### src/rtl/matmul_pkg.sv
// rtl/matmul_pkg.sv - shared defaults and helpers for the matmul reduction path
package matmul_pkg;

   localparam int DEF_WIDTH     = 32;
   localparam int DEF_RES_WIDTH = 37;
   localparam int DEF_DEPTH     = 32;

   typedef enum logic {
      ST_EMPTY = 1'b0,
      ST_FULL  = 1'b1
   } out_state_e;

   // Smallest accumulator width that cannot wrap for depth unsigned width-bit terms
   function automatic int res_width_min(input int width, input int depth);
      return width + $clog2(depth);
   endfunction

endpackage

### src/rtl/term_counter.sv
// rtl/term_counter.sv - mod-DEPTH term index counter with last-term flag
module term_counter #(
   parameter int DEPTH = 32,
   parameter int CW    = (DEPTH > 1) ? $clog2(DEPTH) : 1
) (
   input  logic          clk_i,
   input  logic          rst_i,
   input  logic          en_i,
   output logic [CW-1:0] count_o,
   output logic          is_last_o
);

   logic [CW-1:0] count_q, count_d;

   assign is_last_o = (count_q == CW'(DEPTH - 1));
   assign count_o   = count_q;

   always_comb begin
      count_d = count_q;
      if (en_i) begin
         count_d = is_last_o ? '0 : count_q + CW'(1);
      end
   end

   always_ff @(posedge clk_i) begin
      if (rst_i) begin
         count_q <= '0;
      end else begin
         count_q <= count_d;
      end
   end

endmodule

### src/rtl/dot_product_accumulator.sv
// rtl/dot_product_accumulator.sv - reduces DEPTH product terms into one widened dot product
module dot_product_accumulator
   import matmul_pkg::*;
#(
   parameter int WIDTH     = DEF_WIDTH,
   parameter int RES_WIDTH = DEF_RES_WIDTH,
   parameter int DEPTH     = DEF_DEPTH,
   parameter int CW        = (DEPTH > 1) ? $clog2(DEPTH) : 1
) (
   input  logic                 clk_i,
   input  logic                 rst_i,
   input  logic                 in_valid_i,
   output logic                 in_ready_o,
   input  logic [WIDTH-1:0]     in_data_i,
   output logic                 out_valid_o,
   input  logic                 out_ready_i,
   output logic [RES_WIDTH-1:0] out_data_o,
   output logic [CW-1:0]        term_idx_o
);

   if (DEPTH < 1 || RES_WIDTH < res_width_min(WIDTH, DEPTH)) begin : g_bad_params
      $fatal(1, "dot_product_accumulator: DEPTH must be >= 1 and RES_WIDTH >= WIDTH+clog2(DEPTH)");
   end

   logic [RES_WIDTH-1:0] acc_q, acc_d;
   logic [RES_WIDTH-1:0] out_data_q, out_data_d;
   logic                 out_valid_q, out_valid_d;
   logic [RES_WIDTH-1:0] term_ext, sum_base, sum;
   logic                 accept, is_last;
   out_state_e           state;

   // The output register's occupancy is the only state; no separate FSM register.
   assign state      = out_valid_q ? ST_FULL : ST_EMPTY;
   assign in_ready_o = (state == ST_EMPTY) || out_ready_i;
   assign accept     = in_valid_i && in_ready_o;

   term_counter #(.DEPTH(DEPTH), .CW(CW)) u_term_counter (
      .clk_i     (clk_i),
      .rst_i     (rst_i),
      .en_i      (accept),
      .count_o   (term_idx_o),
      .is_last_o (is_last)
   );

   // First term of a vector restarts the sum, so no clear cycle between vectors.
   always_comb begin
      term_ext               = '0;
      term_ext[WIDTH-1:0]    = in_data_i;
      sum_base               = (term_idx_o == '0) ? '0 : acc_q;
      sum                    = sum_base + term_ext;
   end

   always_comb begin
      acc_d       = acc_q;
      out_data_d  = out_data_q;
      out_valid_d = out_valid_q;
      if (out_valid_q && out_ready_i) begin
         out_valid_d = 1'b0;
      end
      if (accept) begin
         if (is_last) begin
            out_data_d  = sum;
            out_valid_d = 1'b1;
         end else begin
            acc_d = sum;
         end
      end
   end

   always_ff @(posedge clk_i) begin
      if (rst_i) begin
         acc_q       <= '0;
         out_data_q  <= '0;
         out_valid_q <= 1'b0;
      end else begin
         acc_q       <= acc_d;
         out_data_q  <= out_data_d;
         out_valid_q <= out_valid_d;
      end
   end

   assign out_valid_o = out_valid_q;
   assign out_data_o  = out_data_q;

endmodule

### config.mk
export PLATFORM = sky130hd
export DESIGN_NAME = dot_product_accumulator
export DESIGN_NICKNAME = d
export VERILOG_FILES = /design/src/rtl/matmul_pkg.sv /design/src/rtl/term_counter.sv /design/src/rtl/dot_product_accumulator.sv
export SDC_FILE = /design/constraint.sdc
export NUM_CORES = 1
export LEC_CHECK = 0
export BUFFER_PORTS_ARGS = -buffer_cell sky130_fd_sc_hd__buf_2
export CAP_MARGIN = 5
export CORE_UTILIZATION = 50
export DETAILED_ROUTE_END_ITERATION = 16
export PLACE_DENSITY = 0.72
export SYNTH_ARGS = -nofsm -noshare
export SYNTH_HDL_FRONTEND = slang
export SYNTH_SLANG_ARGS = --single-unit
### constraint.sdc
create_clock -name clk_i -period 6.5 [get_ports clk_i]
set_input_delay 0.65 -clock clk_i [delete_from_list [all_inputs] [get_ports clk_i]]
set_output_delay 0.65 -clock clk_i [all_outputs]
set_load 0.03 [all_outputs]
Word level (Yosys, flattened, before mapping)
Index checks and enable logic that the tools add are counted.
{ "word_totals": {"ff_bits": 80, "output_inout_bits": 44, "elab_cells": 21} }
{ "op_classes": {"n_addsub": 2, "eq_ne": 1, "mux": 6, "bitwise": 2, "reduce_logical": 6} }
{ "op_table": {"columns": ["operator", "n"], "rows": [
  ["adder 37 x 32 -> 37 bit", 1],
  ["2-to-1 mux 37 bit", 1],
  ["adder 5 x 1 -> 5 bit (second input constant)", 1],
  ["equality test 5 bit (second input constant)", 1],
  ["logical NOT 5 bit", 1],
  ["2-to-1 mux 5 bit", 1],
  ["2-to-1 mux 1 bit", 4],
  ["AND reduction 2 bit", 2],
  ["logical AND 1 bit", 2],
  ["NOT 1 bit", 2],
  ["logical OR 1 bit", 1]
]} }

Logic depth before layout (Yosys ltp)
Gate-level depths: netlist of run 1.
{ "logic_depth": {"word_depth": 5, "depth_mapped": 16, "ltp_nobuf": 14} }

Hierarchy
From an unflattened synthesis of run 1, not the netlist that was laid out.
{ "unflattened": {"cells_unflattened": 672, "area_unflattened_um2": 5223.8} }
{ "by_module_without_submodules": {"columns": ["module", "n_inst", "cells_each", "area_each_um2", "seq_area_each_um2"], "rows": [
  ["dot_product_accumulator", 1, 647, 4992.3, 1501.4],
  ["term_counter", 1, 25, 231.5, 100.1]
]} }

Worst setup path before layout of run 1
No wires, ideal clock.
{ "synth_timing": {"path_kind": "register to register", "start": "register u_term_counter.count_q[0] (netlist: u_term_counter.count_o[0])", "end": "register out_data_q[30] (netlist: out_data_o[30])", "arrival_time_ps": 3928, "required_ps": 6383, "setup_slack_ps": 2454, "stages_incl_launch_ff": 17, "n_path_buf": 2, "synth_period_minus_slack_ps": 4046, "cell_sequence": "dfxtp_1 inv_1 ha_1 or4b_2 clkbuf_1 clkbuf_1 and2_1 ha_1 fa_1 a21oi_1 o22ai_2 nand3_1 o311ai_4 o221ai_4 a21oi_1 or3_1 a32o_1"} }
{ "synth_via": {"elab_chain_len": 3} }
{ "synth_lines": {"columns": ["item", "line", "rtl"], "rows": [
  ["start: declaration", "term_counter.sv:13", "logic [CW-1:0] count_q, count_d;"],
  ["start signal: assignment", "term_counter.sv:29", "count_q <= count_d;"],
  ["logical NOT 5 bit", "dot_product_accumulator.sv:49", "sum_base = (term_idx_o == '0) ? '0 : acc_q;"],
  ["2-to-1 mux 37 bit", "dot_product_accumulator.sv:49", null],
  ["adder 37 x 32 -> 37 bit", "dot_product_accumulator.sv:50", "sum = sum_base + term_ext;"],
  ["end signal: assignment", "dot_product_accumulator.sv:77", "out_data_q <= out_data_d;"],
  ["end: declaration", "dot_product_accumulator.sv:26", "logic [RES_WIDTH-1:0] out_data_q, out_data_d;"]
]} }
Several ways; a longest one is shown, not always the timed one.
A chain may end at the register's enable or synchronous reset.

Worst setup path in the final report of run 1
Ends and elaborated chain as after synthesis.

==> metrics, run 1 <==
final hold vios 0; DP HPWL 9009 um; GP Congestion 0.8781; RSZ-0062 raised after global routing no; vias in the first global route 4239; status finished, final reports clean; sequential area share after synthesis 31.87%; clock insertion delay at the later pin of the skew report 0.37 ns; CTS Hold Bufs 0; Sw Ratio about 30%; Reg2Reg Setup Slack roughly 2.1 ns; #FFs+latches synth 80; ys flop type dfxtp_1; FP Rows 36; relative slew slack 31.57%; largest net degree at the start of global routing 55; Tcrit/Tclk final 67.71%; Synth area leader dfxtp_1; crit path time final roughly 4.4 ns; Max Cap Viol 0; post-CTS resize count 0; Netlist cell types 64; H-tree Lvls 3; Post-DRT Antenna Nets 0; leakage 0.002547 uW; Post-Synthesis Net Count between 600 and 700; count of flip-flops with a built-in enable after synthesis 0; final non-filler cell total 813; worst reg-to-reg path cell count 14; post-placement cell count 797; Final nets 747; CTS tree yes; Crit path arrival time approximately 4.7 ns; Max rail drop VDD 91.73 uV; Sequential Power Share 47.1%; Pwr Density 193.8 nW/um^2; antenna violations before repair 0; DRT Wirelength ~13000 um; DIE AREA ~10000 um^2; maximum clock rate 227.2 MHz; synth warn 0; post-route setup TNS 0 ns; share of layout cells above drive strength 1 16.76%; FF-to-FF End out_data_o[30]$_SDFFE_PP0P_; min-delay src acc_q[7]$_SDFFE_PP0P_; hold path depth 2; DR WL/cell 15.69 um; Pre-Repair DR Iteration Count 5; Post-Syn Area 5025 um^2; Vias/cell 5.733; Clk pwr share 33.3%; Hold WC Path Type flop to flop; Hold EP acc_q[7]$_SDFFE_PP0P_; Setup Buffers After CTS 0; Syn-to-layout area delta 12.33%; GRT overflow 0; Die Ht 102.2 um; Worst-Margin Slew 1.026 ns; Max Slew Vio Count 0; CP Max Fanout 40; Psw 332.2 uW; via count 4661; CP required 6.77 ns; total power between 1000 and 1500 uW; WS Path Type flop to flop; Clock Pin Slew Worst Setup and Hold Paths 0.08 ns; Synth area leaders dfxtp_1 32%, ha_1 8.7%, nand2_1 6.8%; Iteration-0 DRC Markers 293; combinational fraction of design power 19.7%; clock net sink count 80; Cells after Synth 621; Ports 80; Diodes inserted 0; CTS Buffer Depth 2; Setup crit start kind flop; ys async rst share 0%; cts bufs inserted 9; CP Capture Type flop; CTS Root Cell clkbuf_8; worst r2r src u_term_counter.count_o[0]$_SDFFE_PP0P_; Avg Cell Area, Syn just over 8 um^2; Initial Util about half; GRT Total Usage 25.22%; P_int approximately 760 uW; Final setup viols 0; Post-route DRC 0; PortBufs slightly below 80; top-area cell type share of the netlist area roughly a third; clk_skew 0.01451 ns; core area slightly below 10000 um^2; first-pass GRT wire length between 20000 and 25000 um; Die Width 102.2 um
==> area by class of cell <==
type	count	area, um^2
fillers	896	4130
multi-input cells	492	3233
flip-flops and latches	80	1602
repair buffers	82	417.9
well taps	133	166.4
clock buffers	10	127.6
clock inverters	6	60.06
inverters	10	37.54
==> worst max-delay path: stages (launching register included) <==
cell and delay [ns]:
dfxtp_1 0.36, inv_1 0.07, ha_1 0.16, or4b_2 0.96, and2_1 0.30, ha_1 0.22, fa_1 0.42, a21oi_1 0.25
o22ai_2 0.15, nand3_1 0.14, o311ai_4 0.16, o221ai_4 0.31, a21oi_1 0.17, or3_1 0.36, a32o_1 0.26
==> how the worst max path moves through the flow <==
stage,startpoint,to,slack [ns],depth (start not counted)
floorplan,u_term_counter.count_o[0]$_SDFFE_PP0P_,out_data_o[30]$_SDFFE_PP0P_,2.45,16
global placement,u_term_counter.count_o[0]$_SDFFE_PP0P_,out_data_o[32]$_SDFFE_PP0P_,2.30,14
finish,u_term_counter.count_o[0]$_SDFFE_PP0P_,out_data_o[30]$_SDFFE_PP0P_,2.10,14
detailed placement,u_term_counter.count_o[0]$_SDFFE_PP0P_,out_data_o[30]$_SDFFE_PP0P_,2.13,14
CTS,u_term_counter.count_o[0]$_SDFFE_PP0P_,out_data_o[30]$_SDFFE_PP0P_,2.11,14
global route,u_term_counter.count_o[0]$_SDFFE_PP0P_,out_data_o[32]$_SDFFE_PP0P_,1.89,14
==> cell usage after synthesis (3+ instances only) <==
| master | instances |
|---|---|
| xnor2_1 | 18 |
| a31oi_1 | 8 |
| nand3_1 | 13 |
| and2_1 | 41 |
| a211o_1 | 3 |
| ha_1 | 35 |
| a22o_1 | 25 |
| inv_1 | 10 |
| nand2_1 | 91 |
| clkbuf_1 | 26 |
| nor2_1 | 29 |
| o211ai_1 | 5 |
| xor2_1 | 12 |
| nor2b_1 | 4 |
| o21ai_1 | 4 |
| a21oi_2 | 3 |
| a21oi_1 | 65 |
| o21a_1 | 4 |
| o21ai_0 | 20 |
| and3_1 | 8 |
| or3_1 | 3 |
| buf_1 | 3 |
| buf_2 | 8 |
| a21o_1 | 15 |
| nor3_1 | 8 |
| o21bai_1 | 9 |
| nand3b_1 | 7 |
| a211oi_1 | 4 |
| nand2b_1 | 8 |
| nand4_1 | 11 |
| dfxtp_1 | 80 |
==> per-layer routing <==
metal	wire length, um	track usage (%)	up-vias
met5	0	0	-
met1	6039	34.23	2167
li1	-	-	2328
met3	715	4.856	23
met4	244	10.22	0
met2	5754	39.24	143
==> cell families (layout without fill, tap and decap cells) <==
kind of cell	count (synthesis)	count (layout)	share of synthesized area [%]
DFF	80	80	31.87
AOI/OAI and AO/OA	191	191	26.44
muxes	1	1	0.1992
and+or+nand+nor	234	234	23.08
buffers and inverters	49	108	4.059
xor gates and xnor gates	30	30	5.229
adders and majority gates	36	36	9.114
==> flip-flops by register name, summed over array words and instances (netlist names) <==
name / count
out_data_o: 37
acc_q: 37
u_term_counter.count_o: 5
out_valid_o: 1
==> power by group through the flow <==
stage / Combinational, uW / Sequential, uW / Clock [uW]
final: 215 / 515 / 364
after floorplan: 159 / 526 / 0
after global routing: 239 / 518 / 391
after global placement: 206 / 525 / 0
after CTS: 213 / 515 / 370
after detailed placement: 211 / 526 / 0
==> metrics by stage <==
step	utilization (%)	setup WS (ns)	cell area (um^2)	hold WS [ns]
2_1_floorplan	-	2.454	5025	0.4317
3_3_place_gp	55.82	2.302	5456	0.4340
3_5_place_dp	55.82	2.133	5456	0.4405
4_1_cts	57.74	2.113	5644	0.4531
5_1_grt	57.74	1.890	5644	0.4652
6_report	57.74	2.099	5644	0.4517
==> cell usage in the layout, fill, tap and decap left out, types with 9 or more instances in the layout <==
| cell type | Yosys | final |
|---|---|---|
| a21o_1 | 15 | 15 |
| xor2_1 | 12 | 12 |
| clkbuf_8 | 0 | 9 |
| dfxtp_1 | 80 | 80 |
| inv_1 | 10 | 10 |
| nand2_1 | 91 | 91 |
| ha_1 | 35 | 35 |
| o21bai_1 | 9 | 9 |
| o21ai_0 | 20 | 20 |
| and2_1 | 41 | 41 |
| a21oi_1 | 65 | 64 |
| buf_2 | 8 | 79 |
| a22o_1 | 25 | 25 |
| nor2_1 | 29 | 27 |
| nand3_1 | 13 | 13 |
| nand4_1 | 11 | 11 |
| xnor2_1 | 18 | 18 |
No activity file was read; power rests on OpenSTA's default activity.
==> run 2, diff against run 1 <==
ABC_AREA = 1   (was not set)
PLACE_DENSITY = 0.71   (was 0.72)
clock period = 4.4 ns   (was 6.5 ns; I/O delays follow)
==> metrics, run 2 <==
status finished, final reports clean (unchanged); post-synthesis compound-gate area fraction 11.34% (was 26.44%); RSZ-0062 raised after global routing no (unchanged); Synth Area in Adders 8.046% (was 9.114%); CTS Hold Bufs 0 (unchanged); design area 6518 um^2 (was 5644 um^2); Iteration-0 DRC Markers 352 (was 293); DIE AREA 11810 um^2 (was 10450 um^2); crit path time final 3.268 ns (was 4.401 ns); Post-Syn Area 5692 um^2 (was 5025 um^2); Simple-Gate Fraction of Synth Area 35.85% (was 23.08%); DP HPWL 11630 um (was 9009 um); count of flip-flops with a built-in enable after synthesis 0 (unchanged); CP most frequent cell nand2_1; WS Path Type flop to flop (unchanged); commonest non-fill, non-tap cell in the layout nand2_1 (unchanged); Post-DP Area 6211 um^2 (was 5456 um^2); CP Max Fanout 35 (was 40); Crit path arrival time 3.51 ns (was 4.67 ns); Worst-Margin Slew 0.8233 ns (was 1.026 ns); GRT overflow 0 (unchanged); delay-heaviest family, CP simple AND/OR/NAND/NOR gates (unchanged); Setup Buffers After CTS 0 (unchanged); largest net degree at the start of global routing 42 (was 55); Post-synth top cells 328 x nand2_1, 188 x inv_1, 95 x nor2_1 (was 91 x nand2_1, 80 x dfxtp_1, 65 x a21oi_1); CP peak stage delay 0.43 ns (was 0.96 ns); Ports 80 (unchanged); CTS tree yes (unchanged); clock insertion delay at the later pin of the skew report 0.35 ns (was 0.37 ns); ys flop type dfxtp_1 (unchanged); Final nets 1107 (was 747); Post-Synth XOR/XNOR Area 2.462% (was 5.229%); cts bufs inserted 9 (unchanged); Max rail drop VDD 224.1 uV (was 91.73 uV); CP Capture Type flop (unchanged); Cells after Synth 962 (was 621); Hold WC Path Type primary input to flop (was flop to flop); core area 10980 um^2 (was 9774 um^2); Hold WS 0.4405 ns (was 0.4517 ns); share of layout cells above drive strength 1 11.06% (was 16.76%); Syn-to-layout area delta 14.51% (was 12.33%); GRT Total Usage 27.68% (was 25.22%); post-CTS resize count 0 (unchanged); PortBufs 79 (unchanged); clk_skew 0.005972 ns (was 0.01451 ns); leakage 0.003885 uW (was 0.002547 uW); Synth area leader dfxtp_1 (unchanged); Post-Synthesis Net Count 1034 (was 693); post-route setup TNS 0 ns (unchanged); Final setup viols 0 (unchanged); FP Rows 38 (was 36); slowest cell on the critical path fa_1 (was or4b_2); GP Congestion 0.9367 (was 0.8781); most common cell in the synthesized netlist nand2_1 (unchanged); maximum clock rate 306.0 MHz (was 227.2 MHz); commonest non-fill, non-tap cells in the layout 328 x nand2_1, 188 x inv_1, 94 x nor2_1 (was 91 x nand2_1, 80 x dfxtp_1, 79 x buf_2); Initial Util 51.82% (was 51.41%); top-area cell type share of the netlist area 28.14% (was 31.87%); Clock Pin Slew Worst Setup and Hold Paths 0.06 ns (was 0.08 ns); DRT Wirelength 15380 um (was 12750 um); Max Slew Vio Count 0 (unchanged); Max Cap Viol 0 (unchanged); Diodes inserted 0 (unchanged); antenna violations before repair 0 (unchanged); #FFs+latches synth 80 (unchanged); Pre-Repair DR Iteration Count 5 (unchanged); CP required 4.64 ns (was 6.77 ns); Tcrit/Tclk final 74.28% (was 67.71%); Avg Cell Area, Syn 5.917 um^2 (was 8.091 um^2); Post-route DRC 0 (unchanged); CTS Buffer Depth 2 (unchanged); Vias/cell 4.939 (was 5.733); mux share of post-synthesis cell area 0% (was 0.1992%); Pwr Density 326.8 nW/um^2 (was 193.8 nW/um^2); sequential area share after synthesis 28.14% (was 31.87%); CTS Root Cell clkbuf_16 (was clkbuf_8); vias in the first global route 5121 (was 4239); first-pass GRT wire length 25030 um (was 20560 um); relative slew slack 44.98% (was 31.57%); Synth area leaders dfxtp_1 28%, nand2_1 22%, inv_1 12% (was dfxtp_1 32%, ha_1 8.7%, nand2_1 6.8%); Crit path buffers/inverters 5 (was 1); final hold vios 0 (unchanged); H-tree Lvls 3 (unchanged); Setup crit start kind flop (unchanged); synth warn 0 (unchanged); Reg2Reg Setup Slack 1.13 ns (was 2.10 ns); largest family of logic cells by synthesized area simple AND/OR/NAND/NOR gates (was compound AO/OA/AOI/OAI gates); Die Width 108.7 um (was 102.2 um); via count 5828 (was 4661); DR WL/cell 13.03 um (was 15.69 um); ys async rst share 0% (unchanged); Post-DRT Antenna Nets 0 (unchanged); Die Ht 108.7 um (was 102.2 um); clock net sink count 80 (unchanged); CP Cell Sequence inv_1 -> ha_1 -> inv_1 -> nor2_1 -> nand2_2 -> clkinv_1 -> buf_4 -> nor2_1 -> ha_1 -> fa_1 -> nand3_1 -> nand2_2 -> nand4_1 -> nand3_1 -> nand2_1 -> nand2_1 -> nand2_1 -> nand3_1 -> nand2_1 -> inv_1 (was inv_1 -> ha_1 -> or4b_2 -> and2_1 -> ha_1 -> fa_1 -> a21oi_1 -> o22ai_2 -> nand3_1 -> o311ai_4 -> o221ai_4 -> a21oi_1 -> or3_1 -> a32o_1); Netlist cell types 32 (was 64)
==> run 2: area by class of cell <==
class | instances | area, um^2
clock buffer | 10 | 239.0
clock inverter | 6 | 67.56
fill | 1134 | 4466
inverter | 191 | 716.9
multi-input combinational | 670 | 3292
sequential | 80 | 1602
tap | 140 | 175.2
timing repair buffer | 83 | 425.4
==> run 2: path summary, 6_finish.rpt <==
kind | start | cells past startpoint | end
hold / removal | out_ready_i | 6 | out_valid_o$_SDFF_PP0_
hold reg to reg | out_data_o[29]$_SDFFE_PP0P_ | 2 | out_data_o[29]$_SDFFE_PP0P_
setup / recovery | u_term_counter.count_o[0]$_SDFFE_PP0P_ | 20 | acc_q[28]$_SDFFE_PP0P_
setup reg to reg | u_term_counter.count_o[0]$_SDFFE_PP0P_ | 20 | acc_q[28]$_SDFFE_PP0P_
==> run 2: per-layer routing <==
| metal | GRT usage, % | routed length, um |
|---|---|---|
| met3 | 3.766 | 753 |
| met4 | 7.625 | 172 |
| met1 | 39.30 | 7871 |
| met5 | 0 | 0 |
| met2 | 43.72 | 6582 |
==> run 2: cell families (layout without fill, tap and decap cells) <==
group | after synthesis | in the layout
AO/OA/AOI/OAI | 113 | 113
XOR/XNOR | 16 | 16
adder cells (fa/ha/maj) | 36 | 36
buffers and inverters | 212 | 290
flip-flops | 80 | 80
AND/OR/NAND/NOR | 505 | 505
==> run 2: power by group <==
group          switching, uW  leakage, uW  internal (uW)
clock network            323     0.000145            457
logic                    386      0.00309            189
registers               14.7     0.000654            761
==> run 2: per-stage QoR <==
| stage | power, uW | util (%) | setup slack, ns | std cells |
|---|---|---|---|---|
| 2_1_floorplan | 1215 | - | 1.451 | 962 |
| 3_3_place_gp | 1354 | 56.55 | 1.276 | 1164 |
| 3_5_place_dp | 1357 | 56.55 | 1.168 | 1164 |
| 4_1_cts | 2136 | 59.34 | 1.146 | 1180 |
| 5_1_grt | 2251 | 59.34 | 0.8910 | 1180 |
| 6_report | 2130 | 59.34 | 1.132 | 1180 |
==> run 2: worst register-to-register path: stages (launching register included) <==
cell and delay (ns):
dfxtp_1 0.32, inv_1 0.09, ha_1 0.14, inv_1 0.04
nor2_1 0.10, nand2_2 0.13, clkinv_1 0.07, buf_4 0.39
nor2_1 0.10, ha_1 0.25, fa_1 0.43, nand3_1 0.15
nand2_2 0.10, nand4_1 0.11, nand3_1 0.24, nand2_1 0.18
nand2_1 0.06, nand2_1 0.07, nand3_1 0.07, nand2_1 0.08
inv_1 0.04
